==> src/rtl/uart_tx_frac.sv <==
// UART transmitter with fractional baud timing: a phase accumulator advances by BAUD
// every clock and fires a bit tick each time it wraps past CLK_HZ.
module uart_tx_frac #(
  parameter int unsigned CLK_HZ    = 1953125,
  parameter int unsigned BAUD      = 9600,
  parameter int unsigned PARITY    = 0,
  parameter int unsigned STOP_BITS = 1
) (
  input  logic       clk,
  input  logic       rst_n,
  input  logic [7:0] tx_data,
  input  logic       tx_valid,
  output logic       tx_ready,
  output logic       tx,
  output logic       busy
);

  // Handshake: a byte transfers on any clk edge where tx_valid && tx_ready;
  // tx_ready is high only in ST_IDLE, so tx_valid during a frame is ignored.
  typedef enum logic [2:0] {ST_IDLE, ST_START, ST_DATA, ST_PARITY, ST_STOP} state_e;

  state_e      state_q, state_d;
  logic [31:0] acc_q, acc_d;
  logic [7:0]  shift_q, shift_d;
  logic        par_q, par_d;
  logic [2:0]  bit_cnt_q, bit_cnt_d;
  logic [1:0]  stop_cnt_q, stop_cnt_d;
  logic        tx_q, tx_d;
  logic [32:0] acc_sum;
  logic        tick;

  // One spare bit so acc + BAUD can never wrap before the compare.
  assign acc_sum = {1'b0, acc_q} + 33'(BAUD);
  assign tick    = (state_q != ST_IDLE) && (acc_sum >= 33'(CLK_HZ));

  always_comb begin
    state_d    = state_q;
    acc_d      = 32'd0;
    shift_d    = shift_q;
    par_d      = par_q;
    bit_cnt_d  = bit_cnt_q;
    stop_cnt_d = stop_cnt_q;
    tx_d       = tx_q;

    if (state_q != ST_IDLE) begin
      acc_d = tick ? 32'(acc_sum - 33'(CLK_HZ)) : acc_sum[31:0];
    end

    case (state_q)
      ST_IDLE: begin
        if (tx_valid) begin
          shift_d    = tx_data;
          par_d      = (PARITY == 2) ? ~^tx_data : ^tx_data;
          bit_cnt_d  = 3'd0;
          stop_cnt_d = 2'd0;
          tx_d       = 1'b0;
          state_d    = ST_START;
        end
      end
      ST_START: begin
        if (tick) begin
          tx_d      = shift_q[0];
          shift_d   = {1'b0, shift_q[7:1]};
          bit_cnt_d = 3'd0;
          state_d   = ST_DATA;
        end
      end
      ST_DATA: begin
        if (tick) begin
          if (bit_cnt_q == 3'd7) begin
            stop_cnt_d = 2'd0;
            if (PARITY != 0) begin
              tx_d    = par_q;
              state_d = ST_PARITY;
            end else begin
              tx_d    = 1'b1;
              state_d = ST_STOP;
            end
          end else begin
            tx_d      = shift_q[0];
            shift_d   = {1'b0, shift_q[7:1]};
            bit_cnt_d = bit_cnt_q + 3'd1;
          end
        end
      end
      ST_PARITY: begin
        if (tick) begin
          tx_d       = 1'b1;
          stop_cnt_d = 2'd0;
          state_d    = ST_STOP;
        end
      end
      ST_STOP: begin
        if (tick) begin
          if (stop_cnt_q == 2'(STOP_BITS - 1)) begin
            state_d = ST_IDLE;
          end else begin
            stop_cnt_d = stop_cnt_q + 2'd1;
          end
        end
      end
      default: begin
        state_d = ST_IDLE;
        tx_d    = 1'b1;
      end
    endcase
  end

  always_ff @(posedge clk or negedge rst_n) begin
    if (!rst_n) begin
      state_q    <= ST_IDLE;
      acc_q      <= 32'd0;
      shift_q    <= 8'd0;
      par_q      <= 1'b0;
      bit_cnt_q  <= 3'd0;
      stop_cnt_q <= 2'd0;
      tx_q       <= 1'b1;
    end else begin
      state_q    <= state_d;
      acc_q      <= acc_d;
      shift_q    <= shift_d;
      par_q      <= par_d;
      bit_cnt_q  <= bit_cnt_d;
      stop_cnt_q <= stop_cnt_d;
      tx_q       <= tx_d;
    end
  end

  assign tx       = tx_q;
  assign tx_ready = (state_q == ST_IDLE);
  assign busy     = !tx_ready;

endmodule
==> config.mk <==
export PLATFORM = sky130hd
export DESIGN_NAME = uart_tx_frac
export DESIGN_NICKNAME = d
export VERILOG_FILES = /design/src/rtl/uart_tx_frac.sv
export SDC_FILE = /design/constraint.sdc
export NUM_CORES = 1
export LEC_CHECK = 0
export CAP_MARGIN = 40
export CORE_MARGIN = 2
export CORE_UTILIZATION = 40
export CTS_CLUSTER_SIZE = 20
export DETAILED_ROUTE_END_ITERATION = 10
export SETUP_SLACK_MARGIN = 0.05
export SLEW_MARGIN = 20
export SYNTH_ARGS = -nofsm -noshare
export SYNTH_HDL_FRONTEND = slang
export SYNTH_SLANG_ARGS = --single-unit
==> constraint.sdc <==
create_clock -name clk -period 4 [get_ports clk]
set_input_delay 0.8 -clock clk [delete_from_list [all_inputs] [get_ports clk]]
set_output_delay 0.8 -clock clk [all_outputs]
set_load 0.03 [all_outputs]
==> impl_metrics.toml <==
[grt]
grt_start_max_net_pins = 32
grt_pass1_wl_um = 13820
grt_overflow = 0
grt_usage_pct = 17.20
antenna_found_initial = 0
grt_pass1_vias = 2861

[routing]
vias_per_cell = 5.680
wirelength_um = 8105
drc = 0
drtIter0Drc = 115
ant_nets = 0
wl_met2_um = 3778
vias = 2925
routed.top_layer = "met4"
dr_wl_met3_um = 239
drt-pass1-iter-count = 4
wl_met1_um = 3948
wl_per_cell_um = 15.74

[yosys]
yosysWarnings = 0
synth_edf_count = 0
synthArstFlopShare_pct = 100.0
syn-cell-area_um2 = 3623
ys.flop_type = "dfrtp_1"
syn_nets = 414
synth_seq_area_share_pct = 33.87
synth.distinct_cells = 73
ys_ff_latch = 49
synth_cells = 396
synth.avg_cell_area_um2 = 9.150

[timing]
rsz0062_at_grt = "no"
fmax_mhz = 274.2
hold_viol_final = 0
slew_violations = 0
min_period_ns = 3.647
tns_ns = 0
layout_worst_path_cycle_share_pct = 91.17
slew_headroom_pct = 46.47
setup_viol_count_final = 0
timing_worst_slew_pin_value_ns = 0.8029
finalClockSkew_ns = 0.007427

[finish]
syn2layout_area_growth_pct = 9.703
antenna_cells = 0
fin_cells = 515
seq_area_um2 = 1227
multiInputGateArea_um2 = 2256
n_fill_cell = 877
nets = 424
layout-drive-gt1-share_pct = 15.48

[floorplan]
io-pin-count = 14
die-area_um2 = 9836
std_cell_rows = 34
die_h_um = 99.18
die_w_um = 99.18
coreArea_um2 = 8763
initial_core_util_pct = 41.35

[worst_setup_path]
end_kind = "flip-flop"
cp.arrival_ns = 3.85
startpoint_type = "flip-flop"
cpPeakStageDelay_ns = 0.54
ff2ff_path_depth = 12
crit_family = "compound AO/OA/AOI/OAI gates"
crit_cells = 12
reg2reg_to = "shift_q[5]"
crit_chain = "inv_1 > ha_1 > nand2b_1 > a2111oi_4 > or3b_1 > nand3_1 > o211ai_1 > a41o_1 > o21ai_2 > a21oi_2 > buf_4 > mux2_4"
critPathRequiredTime_ns = 4.20
critPathLaunch = "acc_q[7]"
critical_path.slowest_cell = "a2111oi_4"
rr_startpoint = "acc_q[7]"
path_max_fanout = 11
crit_path_end = "shift_q[5]"
crit_type = "reg2reg"
cp_num_buf_inv = 2
r2r_setup_slack_ns = 0.35

[min_path]
worst_hold_path_type = "in2async"

[run_status]
status = "completed"

[clock_network]
cts_tree = "done"
cts_root_buf = "clkbuf_8"
clockBufferDepth = 2
numCtsBuffers = 5
post_cts_buffers = 0
clock_latency_ns = 0.30
cts_resized = 0
h-tree-depth = 2
cts_sinks = 49
ctsHoldBuffers = 0
path_clk_slew_ns = 0.10

[power_and_ir_drop]
p_sw_w = 0.0001946
p_seq_share_pct = 55.9
clkPwrFrac_pct = 40.9
netSwitchingFraction_pct = 21.70
max-vdd-ir-drop_v = 0.0001287
leakage_nw = 1.674
intPower_w = 0.0007021
combPwrFrac_pct = 3.2
power_density_nw_per_um2 = 225.6

[run]
maxCapViolCount = 0

[placement]
gp_congestion = 0.8828
placed_cells = 507
detailed_place_hpwl_um = 5994
portBuffers = 13
metal layers:
metal  vias to the layer above  GRT usage, %
met1                      1423         23.65
met2                        39         27.96
li1                       1452             -
met3                        11         2.811
met5                         -             0
met4                         0         5.163
logic make-up (layout without fill, tap and decap cells):
logic type | after synthesis | in the layout | share of synthesized area, %
and+or+nand+nor | 150 | 150 | 22.41
AOI/OAI and AO/OA | 96 | 96 | 20.37
DFF | 49 | 49 | 33.87
xor gates and xnor gates | 41 | 41 | 10.12
buffers and inverters | 33 | 44 | 4.074
muxes | 20 | 20 | 6.734
adders and majority gates | 7 | 7 | 2.417
flip-flops by register name (all words and copies together) (netlist names):
register / count
shift_q: 8
stop_cnt_q: 2
acc_q: 32
state_q: 3
bit_cnt_q: 3
tx: 1
stage by stage:
step | hold slack [ns] | total power (W) | util [%] | setup WS [ns] | area (um^2)
6_report | 0.4596 | 0.0008968 | 45.36 | 0.3530 | 3975
5_1_grt | 0.4981 | 0.0009350 | 45.36 | 0.1481 | 3975
4_1_cts | 0.4852 | 0.0009110 | 45.36 | 0.3474 | 3975
3_5_place_dp | 0.4986 | 0.0005411 | 44.05 | 0.3577 | 3860
3_3_place_gp | 0.4943 | 0.0005403 | 44.05 | 0.4441 | 3860
2_1_floorplan | 0.4749 | 0.0005189 | - | 0.6842 | 3623
worst reg2reg max path: cells and delay by family (launching register included):
kind,cells,cell delay [ns]
AO/OA/AOI/OAI,5,1.30
AND/OR/NAND/NOR,3,0.89
flip-flops,1,0.45
multiplexers,1,0.31
adder cells (fa/ha/maj),1,0.28
buffers and inverters,2,0.31
cell usage in the layout, fill, tap and decap left out, drive strengths merged, types with 12 or more instances in the layout:
cell,count
nand2,27
a21oi,29
o21ai,16
inv,15
nor3,12
xnor2,29
mux2,14
xor2,12
nor2,42
nand3,15
dfrtp,48
clkdlybuf4s50,12
final cells by class:
cell class | count | share of cell area, %
sequential | 49 | 30.88
timing repair buffer | 21 | 4.658
tap | 108 | 3.399
clock buffer | 5 | 1.731
clock inverter | 3 | 1.165
multi-input combinational | 314 | 56.75
inverter | 15 | 1.416
power by group through the flow:
stage / Clock [W] / Sequential (W) / Combinational [W]
after CTS: 0.000379 / 0.000501 / 0.0000303
after detailed placement: 0 / 0.000511 / 0.0000303
after global placement: 0 / 0.000511 / 0.0000295
after floorplan: 0 / 0.000510 / 0.00000857
final: 0.000367 / 0.000501 / 0.0000289
after global routing: 0.000400 / 0.000502 / 0.0000331
worst min path at each step:
stage | from | endpoint | slack (ns) | cells past startpoint
2_1_floorplan | shift_q[6] | shift_q[6] | 0.47 | 1
4_1_cts | rst_n | acc_q[3] | 0.49 | 1
6_report | rst_n | acc_q[3] | 0.46 | 1
3_3_place_gp | shift_q[7] | shift_q[7] | 0.49 | 1
3_5_place_dp | shift_q[3] | shift_q[3] | 0.50 | 1
5_1_grt | rst_n | acc_q[3] | 0.50 | 1
cell usage after synthesis, types with 3 or more instances:
library cell	n	share of area (%)
xnor2_1	29	7.0
and2_1	3	0.52
nor2_1	40	4.1
nand2_1	26	2.7
o31ai_1	4	0.83
clkbuf_1	8	0.83
a21oi_2	3	0.73
or2_2	4	0.69
mux2_2	7	2.2
a31oi_1	6	1.0
xor2_1	11	2.7
mux2_4	7	2.9
nand2b_1	5	0.86
nor3_1	10	1.4
nor2b_1	4	0.69
mux2i_1	6	1.7
nand3_1	15	2.1
o21a_1	4	0.83
inv_1	15	1.6
or4_1	5	1.0
nand4_1	5	0.86
o21ai_0	13	1.8
or3_1	3	0.52
a21oi_1	26	3.6
ha_1	7	2.4
and4_1	6	1.5
dfrtp_1	48	33
a211oi_1	3	0.62
buf_2	7	0.97
(Power assumes the default switching activity.)
